## src/rtl/product_accumulator.sv

```systemverilog
// Block accumulator for the multiplier product stream: sums COUNT signed
// products into a wide accumulator and presents the sum with a sticky overflow flag.
module product_accumulator #(
  parameter int WIDTH     = 32,
  parameter int ACC_WIDTH = 40,
  parameter int COUNT     = 8
) (
  input  logic                 clk,
  input  logic                 rst,
  input  logic                 in_valid,
  output logic                 in_ready,
  input  logic [WIDTH-1:0]     product,
  input  logic                 clear,
  output logic                 out_valid,
  input  logic                 out_ready,
  output logic [ACC_WIDTH-1:0] acc_sum,
  output logic                 overflow
);

  localparam int CNT_W = $clog2(COUNT + 1);

  typedef enum logic {
    ACCUM = 1'b0,
    HOLD  = 1'b1
  } state_t;

  state_t               state_q, state_d;
  logic [ACC_WIDTH-1:0] acc_q, acc_d;
  logic [CNT_W-1:0]     cnt_q, cnt_d;
  logic                 ovf_q, ovf_d;

  logic [ACC_WIDTH-1:0] prod_ext;
  logic [ACC_WIDTH-1:0] sum;
  logic                 add_ovf;
  logic                 last_beat;

  // Sign-extend through a signed size cast so ACC_WIDTH == WIDTH is legal.
  assign prod_ext  = ACC_WIDTH'($signed(product));
  assign sum       = acc_q + prod_ext;
  assign add_ovf   = (acc_q[ACC_WIDTH-1] == prod_ext[ACC_WIDTH-1]) &&
                     (sum[ACC_WIDTH-1] != acc_q[ACC_WIDTH-1]);
  assign last_beat = (cnt_q == CNT_W'(COUNT - 1));

  always_comb begin
    state_d = state_q;
    acc_d   = acc_q;
    cnt_d   = cnt_q;
    ovf_d   = ovf_q;
    case (state_q)
      ACCUM: begin
        // clear wins over a same-cycle accept; that product is dropped.
        if (clear) begin
          acc_d = '0;
          cnt_d = '0;
          ovf_d = 1'b0;
        end else if (in_valid) begin
          acc_d = sum;
          cnt_d = cnt_q + CNT_W'(1);
          ovf_d = ovf_q | add_ovf;
          if (last_beat) begin
            state_d = HOLD;
          end
        end
      end
      HOLD: begin
        if (out_ready) begin
          acc_d   = '0;
          cnt_d   = '0;
          ovf_d   = 1'b0;
          state_d = ACCUM;
        end
      end
      default: begin
        state_d = ACCUM;
      end
    endcase
  end

  always_ff @(posedge clk) begin
    if (rst) begin
      state_q <= ACCUM;
      acc_q   <= '0;
      cnt_q   <= '0;
      ovf_q   <= 1'b0;
    end else begin
      state_q <= state_d;
      acc_q   <= acc_d;
      cnt_q   <= cnt_d;
      ovf_q   <= ovf_d;
    end
  end

  // Handshake outputs decode only from state, so no input-to-output path exists.
  assign in_ready  = (state_q == ACCUM);
  assign out_valid = (state_q == HOLD);
  assign acc_sum   = acc_q;
  assign overflow  = ovf_q;

endmodule

```

## config.mk

```make
export PLATFORM = sky130hd
export DESIGN_NAME = product_accumulator
export DESIGN_NICKNAME = d
export VERILOG_FILES = /design/src/rtl/product_accumulator.sv
export SDC_FILE = /design/constraint.sdc
export NUM_CORES = 1
export LEC_CHECK = 0
export ABC_CLOCK_PERIOD_IN_PS = 3500
export CAP_MARGIN = 10
export CELL_PAD_IN_SITES_DETAIL_PLACEMENT = 0
export CELL_PAD_IN_SITES_GLOBAL_PLACEMENT = 1
export CORE_MARGIN = 3
export CORE_UTILIZATION = 30
export CTS_CLUSTER_DIAMETER = 80
export CTS_CLUSTER_SIZE = 12
export DETAILED_ROUTE_END_ITERATION = 10
export GPL_TIMING_DRIVEN = 0
export PLACE_DENSITY_LB_ADDON = 0.1
export SETUP_SLACK_MARGIN = 0.3
export SLEW_MARGIN = 10
export SYNTH_ARGS = -nofsm -noshare
export SYNTH_HDL_FRONTEND = slang
export SYNTH_SLANG_ARGS = --single-unit
```

## constraint.sdc

```tcl
create_clock -name clk -period 3.5 [get_ports clk]
set_input_delay 0.35 -clock clk [delete_from_list [all_inputs] [get_ports clk]]
set_output_delay 0.35 -clock clk [all_outputs]
set_load 0.02 [all_outputs]
```

==> results.ini <==
[routing]
drt-initial-drc-count = 157
antenna_left = 0
wl_um = 10300
drtPass1Iterations = 4
viasPerCell = 5.14
drc = 0
wire_per_inst_um = 15.4
via_count = 3427

[critical_path]
worstPathRequired_ns = 3.69
worstSetupPathType = in -> reg
cp_cell_sequence = clkdlybuf4s50_1 -> ha_1 -> inv_1 -> fa_1 -> and2b_2 -> o2111ai_2 -> a21boi_2 -> a21oi_4 -> a21oi_4 -> a21oi_4 -> o21ai_4 -> a31oi_4 -> xnor2_1 -> a22o_1
r2r_setup_slack_ns = 0.56
path_max_fanout = 4
crit_slowest_cell = clkdlybuf4s50_1
cp.arrival_ns = 3.27
start_kind = primary input
r2r_cells = 13
cp_common_cell = a21oi_4
r2r_start = acc_sum[0]
crit_path_max_incr_delay_ns = 0.46
cp-end-kind = flop
reg2reg_to = acc_sum[30]

[sta]
finalCriticalPeriod_ns = 3.07
finalHoldViolations = 0
final-max-slew-violation-count = 0
worst_pin_slew_ns = 0.592
maxSlewHeadroom = 0.605
fin_ws_ns = 0.425
fmax_ghz = 0.325
finalSetupViolCount = 0
fin_worst_skew_ns = 0.00281
finalCritPeriodShare = 0.878
rsz0062_at_grt = true
worst_hold_slack_ns = 0.416

[clocking]
cts_tree = built
numCtsBuffers = 5
clkSlewWorstSetupHoldPaths_ns = 0.07
clock_sinks = 46
htree_levels = 2
cts-root-buf = clkbuf_16
clockBufferDepth = 2
postCtsHoldBufs = 0
insertion_delay_ns = 0.30

[layout]
layout_common_cells = clkdlybuf4s50_1, dfxtp_1, a21oi_1
final_util = 0.415
layout-drive-gt1-share = 0.0878
fin_area_um2 = 4860
final_common_cell = clkdlybuf4s50_1
antenna_cells = 0
fin_nets = 601
fin_cells = 667
areaGrowthSynthToFinish_pct = 31.6

[power_and_ir_drop]
pwr-share-comb = 0.306
p_switching_uw = 491
p_int_mw = 1.05
p_leak_nw = 2.02
swShare = 0.318
clkPwrFrac = 0.327
p_seq_frac = 0.367
ir_worst_vdd_v = 0.000157
p_per_area_nw_per_um2 = 317

[global_routing]
track_usage = 0.153
overflow = 0
grt_pass1_wl_um = 16500
first_global_vias = 3332
grt_max_degree = 14
antenna_found_initial = 0

[run]
cap_violations = 0

[floorplanning]
dieHeight_um = 117
rows = 39
die_x_um = 117
ios = 80
die_area_um2 = 13700
start_util = 0.316
coreArea_um2 = 11700

[min_path]
hp-start = rst
hold_end = acc_sum[0]
whs_path_depth = 2
hold_class = in -> reg

[logic_synthesis]
synth-seq-cells = 46
synth_seq_area_share = 0.249
synth_top_flop_cell = dfxtp_1
synth.avg_cell_area_um2 = 8.52
synth_cells = 434
synth_cell_type_count = 70
syn_area_um2 = 3700
syn-num-nets = 512
yosys_warnings = 0
synth_edf_count = 0
synth_async_sr_flop_share = 0

[placed_design]
place_area_um2 = 4660
place.gp.congestion = 0.825
place_inst = 655
place_ws_ns = 0.00558
portBuffers = 78
dpl.hpwl_um = 7920

[run_status]
status = finished clean

worst max-delay path: cells and delay by family:
kind / cells / cell delay (ns)
fa+ha+maj: 2 / 0.53
buf+inv: 2 / 0.52
compound gates: 8 / 1.45
xor+xnor: 1 / 0.15
simple gates: 1 / 0.26
power groups by stage:
stage	Combinational (mW)	Sequential (mW)	Clock, mW
6_report	0.473	0.566	0.504
5_1_grt	0.524	0.569	0.547
4_1_cts	0.469	0.566	0.531
3_5_place_dp	0.466	0.578	0
3_3_place_gp	0.467	0.578	0
2_1_floorplan	0.287	0.602	0
cells by family after synthesis:
logic type,share of synthesized area
multiplexers,0.00305
AO/OA/AOI/OAI,0.333
AND/OR/NAND/NOR,0.159
buffers and inverters,0.0301
flip-flops,0.249
XOR/XNOR,0.0850
adder cells (fa/ha/maj),0.141
cell usage after synthesis, types with 2 or more instances:
master    instances  area (µm²)
a211oi_1          3        22.5
a21o_1           18         135
a21oi_1          43         215
a21oi_2           5        43.8
a21oi_4           3        48.8
a22o_1           19         166
a22oi_1          17         128
a31oi_1           4        25.0
and2_1            6        37.5
and3_1            4        25.0
buf_2             2        10.0
clkbuf_1         12        45.0
dfxtp_1          46         921
ha_1             40         500
inv_1            12        45.0
nand2_1          26        97.6
nand2b_1          6        37.5
nand3_1           6        30.0
nand4_1           3        18.8
nor2_1           41         154
nor2b_1           4        25.0
nor2b_2           2        17.5
nor3_1            6        30.0
nor3b_1           2        15.0
o211ai_1          4        30.0
o21a_1            5        37.5
o21ai_0          11        55.1
o21ai_1           8        40.0
o21ai_2           2        17.5
o21bai_1          2        15.0
xnor2_1          22         193
xor2_1           12         105
through the flow:
step / power (mW) / setup TNS [ns]
6_report: 1.54 / 0
4_1_cts: 1.57 / 0
3_5_place_dp: 1.04 / 0
2_1_floorplan: 0.889 / 0
3_3_place_gp: 1.05 / -0.0450
5_1_grt: 1.64 / 0
worst max-delay path by stage:
stage | start | endpoint | slack [ns] | cells past startpoint
global route | product[0] | acc_sum[30] | 0.26 | 14
floorplan | acc_sum[0] | acc_sum[30] | 0.73 | 13
CTS | product[0] | acc_sum[30] | 0.31 | 14
finish | product[0] | acc_sum[30] | 0.43 | 14
global placement | product[0] | acc_sum[30] | -0.02 | 14
detailed placement | product[0] | acc_sum[38] | 0.006 | 14
per-layer routing:
| metal | GRT usage | wire (µm) |
|---|---|---|
| met1 | 0.221 | 5320 |
| met2 | 0.232 | 4410 |
| met3 | 0.0288 | 396 |
| met4 | 0.0459 | 132 |
| met5 | 0 | 0 |
state kept, by name (all words and copies together) (netlist names):
| register | cells |
|---|---|
| cnt_q | 4 |
| out_valid | 1 |
| acc_sum | 40 |
| overflow | 1 |
final cells by class:
class                   count  area (µm²)
plain buffers              15        66.3
well taps                 143         179
clock buffers               7         143
flip-flops and latches     46         921
multi-input cells         361        2690
fillers                  1236        6850
clock inverters             1        5.00
inverters                  12        45.0
repair buffers             82         811
what timing repair did:
action,4_1_cts,5_1_grt
gates resized for setup,0,6
buffers inserted,0,4
hold endpoints to repair,0,0
endpoints found under the setup margin,0,8
Note: power is estimated with default switching activity, not from simulation.
==> edit, RTL diff (same flow settings) <==
The parameter `COUNT` goes from 8 to 4.
--- a/src/rtl/product_accumulator.sv
+++ b/src/rtl/product_accumulator.sv
@@ -5,3 +5,3 @@
   parameter int ACC_WIDTH = 40,
-  parameter int COUNT     = 8
+  parameter int COUNT     = 4
 ) (
Check against the original RTL: not equivalent (Yosys sat finds a counterexample within 10 cycles, from zero or initial values and one cycle with rst high).
==> edit against the unedited design <==
Wire length is 1.9% higher; total power up 7.4%; area after synthesis down 2.1%; final cell count is 0.30% higher; worst setup slack improved by 0.0019 ns; die area fell by 2.0%; final area increased by 0.26%; sequential cell count shrank 1; critical endpoint is now acc_sum[38]; largest cell class unchanged.
==> edit: results (changes against the unedited design) <==
Worst setup path
  • Critical-path cell with the highest stage delay: clkdlybuf4s50_1
  • Worst-path maximum fanout: 4 (unchanged)
  • Crit path max-delay family: compound AO/OA/AOI/OAI gates
  • Arrival time at the worst endpoint: 3.27 ns (about the same)
  • Stage delay of the slowest cell on the critical path: 0.46 ns (about the same)

Layout
  • Share of post-route cells with drive strength above 1: 7.79% (-0.98 points)
  • Filler instances: 1,217 (-1.5%)
  • Flip-flop count of the largest register, all copies and words added: 40 (unchanged)
  • Total number of nets in the final design: 604 (+0.50%)
  • Antenna Cells: 0 (unchanged)

Synthesis
  • Synth cell types: 56 (-20%)
  • Async set-reset flop share out of synthesis: 0% (unchanged)
  • Synth Area in Adders: 14.7% (+0.65 points)
  • Warning count from the yosys run: 0 (unchanged)
  • Fraction of synthesized area in multiplexers: 0% (-0.30 points)
  • Biggest area contributors in the synthesized netlist: dfxtp_1 (25%), ha_1 (14%), a21oi_1 (6.5%), a22o_1 (5.3%), xnor2_1 (5.3%)
  • List of most frequent post-synthesis cells: a21oi_1 (47), dfxtp_1 (45), nor2_1 (42)
  • Sequential share of the synthesized area: 24.9% (about the same)
  • Area share of xor/xnor cells in the synthesized design: 8.47% (-0.022 points)
  • Net count after synthesis: 514 (+0.39%)
  • Synthesized-area fraction occupied by ao, oa, aoi and oai cells: 32.1% (-1.1 points)

Clocking
  • Clk buf depth: 2 (unchanged)
  • Clk_lat worst skew: 0.29 ns
  • Cts bufs inserted: 5 (unchanged)
  • Root Buffer Master: clkbuf_16
  • Deepest level of the CTS H-tree: 2 (unchanged)
  • Post-CTS clock slew at the launch and capture registers of the worst setup and hold paths: 0.07 ns (about the same)

Min path
  • Class of the tightest hold or removal check: reg -> reg

Placement
  • Post-Place Setup Slack: -0.355 ns (-0.361 ns)
  • RD Place Congestion: 0.838 (+1.6%)
  • Final HPWL from detailed placement: 7960 µm (+0.48%)
  • Quantity of I/O buffers inserted on ports: 79 (+1.3%)
  • Post-placement cell area: 4590 µm² (-1.5%)

Global routing
  • Global-route wire length before repair: 17,200 µm (+3.9%)
  • Total track usage: 15.8% (+0.49 points)
  • Via count of the first global-routing pass: 3,522 (+5.7%)
  • Largest net degree at the start of global routing: 15 (+1)
  • Initial antenna violation count: 0 (unchanged)

Status
  • Status: finished clean

Detailed routing
  • Violation count after the first detailed-routing iteration: 126 (-20%)
  • Detailed Routing Iterations Pass 1: 4 (unchanged)
  • Ratio of routed vias to standard cells: 5.24 (+2.1%)
  • WL/cell: 15.6 µm (+1.6%)

Timing
  • Normalized max-slew margin: 62.2% (+1.7 points)
  • Final setup skew: 0.00858 ns (+0.00577 ns)
  • Final hold vios: 0 (unchanged)

Power and ir drop
  • Worst ir drop on vdd: 268 µV (+70%)
  • Lkg Pwr: 2.10 nW (+4.4%)
[edit: cells by family (layout without fill, tap and decap cells)]
| group | Yosys count | in the layout |
|---|---|---|
| flip-flops | 45 | 45 |
| AND/OR/NAND/NOR | 118 | 118 |
| AO/OA/AOI/OAI | 167 | 167 |
| adder cells (fa/ha/maj) | 42 | 42 |
| XOR/XNOR | 35 | 35 |
| buffers and inverters | 28 | 119 |
[edit: through the flow]
step,instances,util [%]
final,669,42.0
after global routing,669,42.0
after CTS,665,41.4
after detailed placement,657,39.5
after global placement,657,39.5
after floorplan,435,-
[edit: metal layers]
metal / vias to the layer above / global-route usage [%] / routed length (µm)
met5: - / 0 / 0
met4: 0 / 3.48 / 112
met3: 11 / 2.66 / 369
met2: 65 / 26.0 / 4860
met1: 1634 / 21.7 / 5110
li1: 1798 / - / -
[edit: path summary, 6_finish.rpt]
check	to	slack (ns)	from	cells after the start
max	acc_sum[38]	0.43	product[0]	14
min	cnt_q[2]	0.49	cnt_q[2]	2
max reg2reg	acc_sum[38]	0.57	acc_sum[0]	13
min reg2reg	cnt_q[2]	0.49	cnt_q[2]	2
[edit: area by class of cell]
class / count / area (µm²) / area share [%]
plain buffers: 17 / 114 / 2.34
flip-flops and latches: 45 / 901 / 18.5
clock buffers: 5 / 125 / 2.57
well taps: 143 / 179 / 3.67
repair buffers: 83 / 823 / 16.9
inverters: 11 / 41.3 / 0.847
clock inverters: 3 / 65.1 / 1.33
multi-input cells: 362 / 2630 / 53.9
[edit: power by group]
group          total [mW]  switching, mW  internal (mW)
logic               0.471          0.249          0.222
clock network       0.634          0.225          0.409
registers           0.554         0.0190          0.535
total                1.66          0.493           1.17
[edit: timing repair]
item,CTS,global route
gates resized for setup,7,8
setup endpoints to repair,6,8
hold buffers,0,0
setup buffers,0,4
pin swaps,1,4
[edit: tightest hold or removal path: stages (launching register included)]
cell and delay, ns:
dfxtp_1 0.33, a21oi_1 0.06, nor2_1 0.07
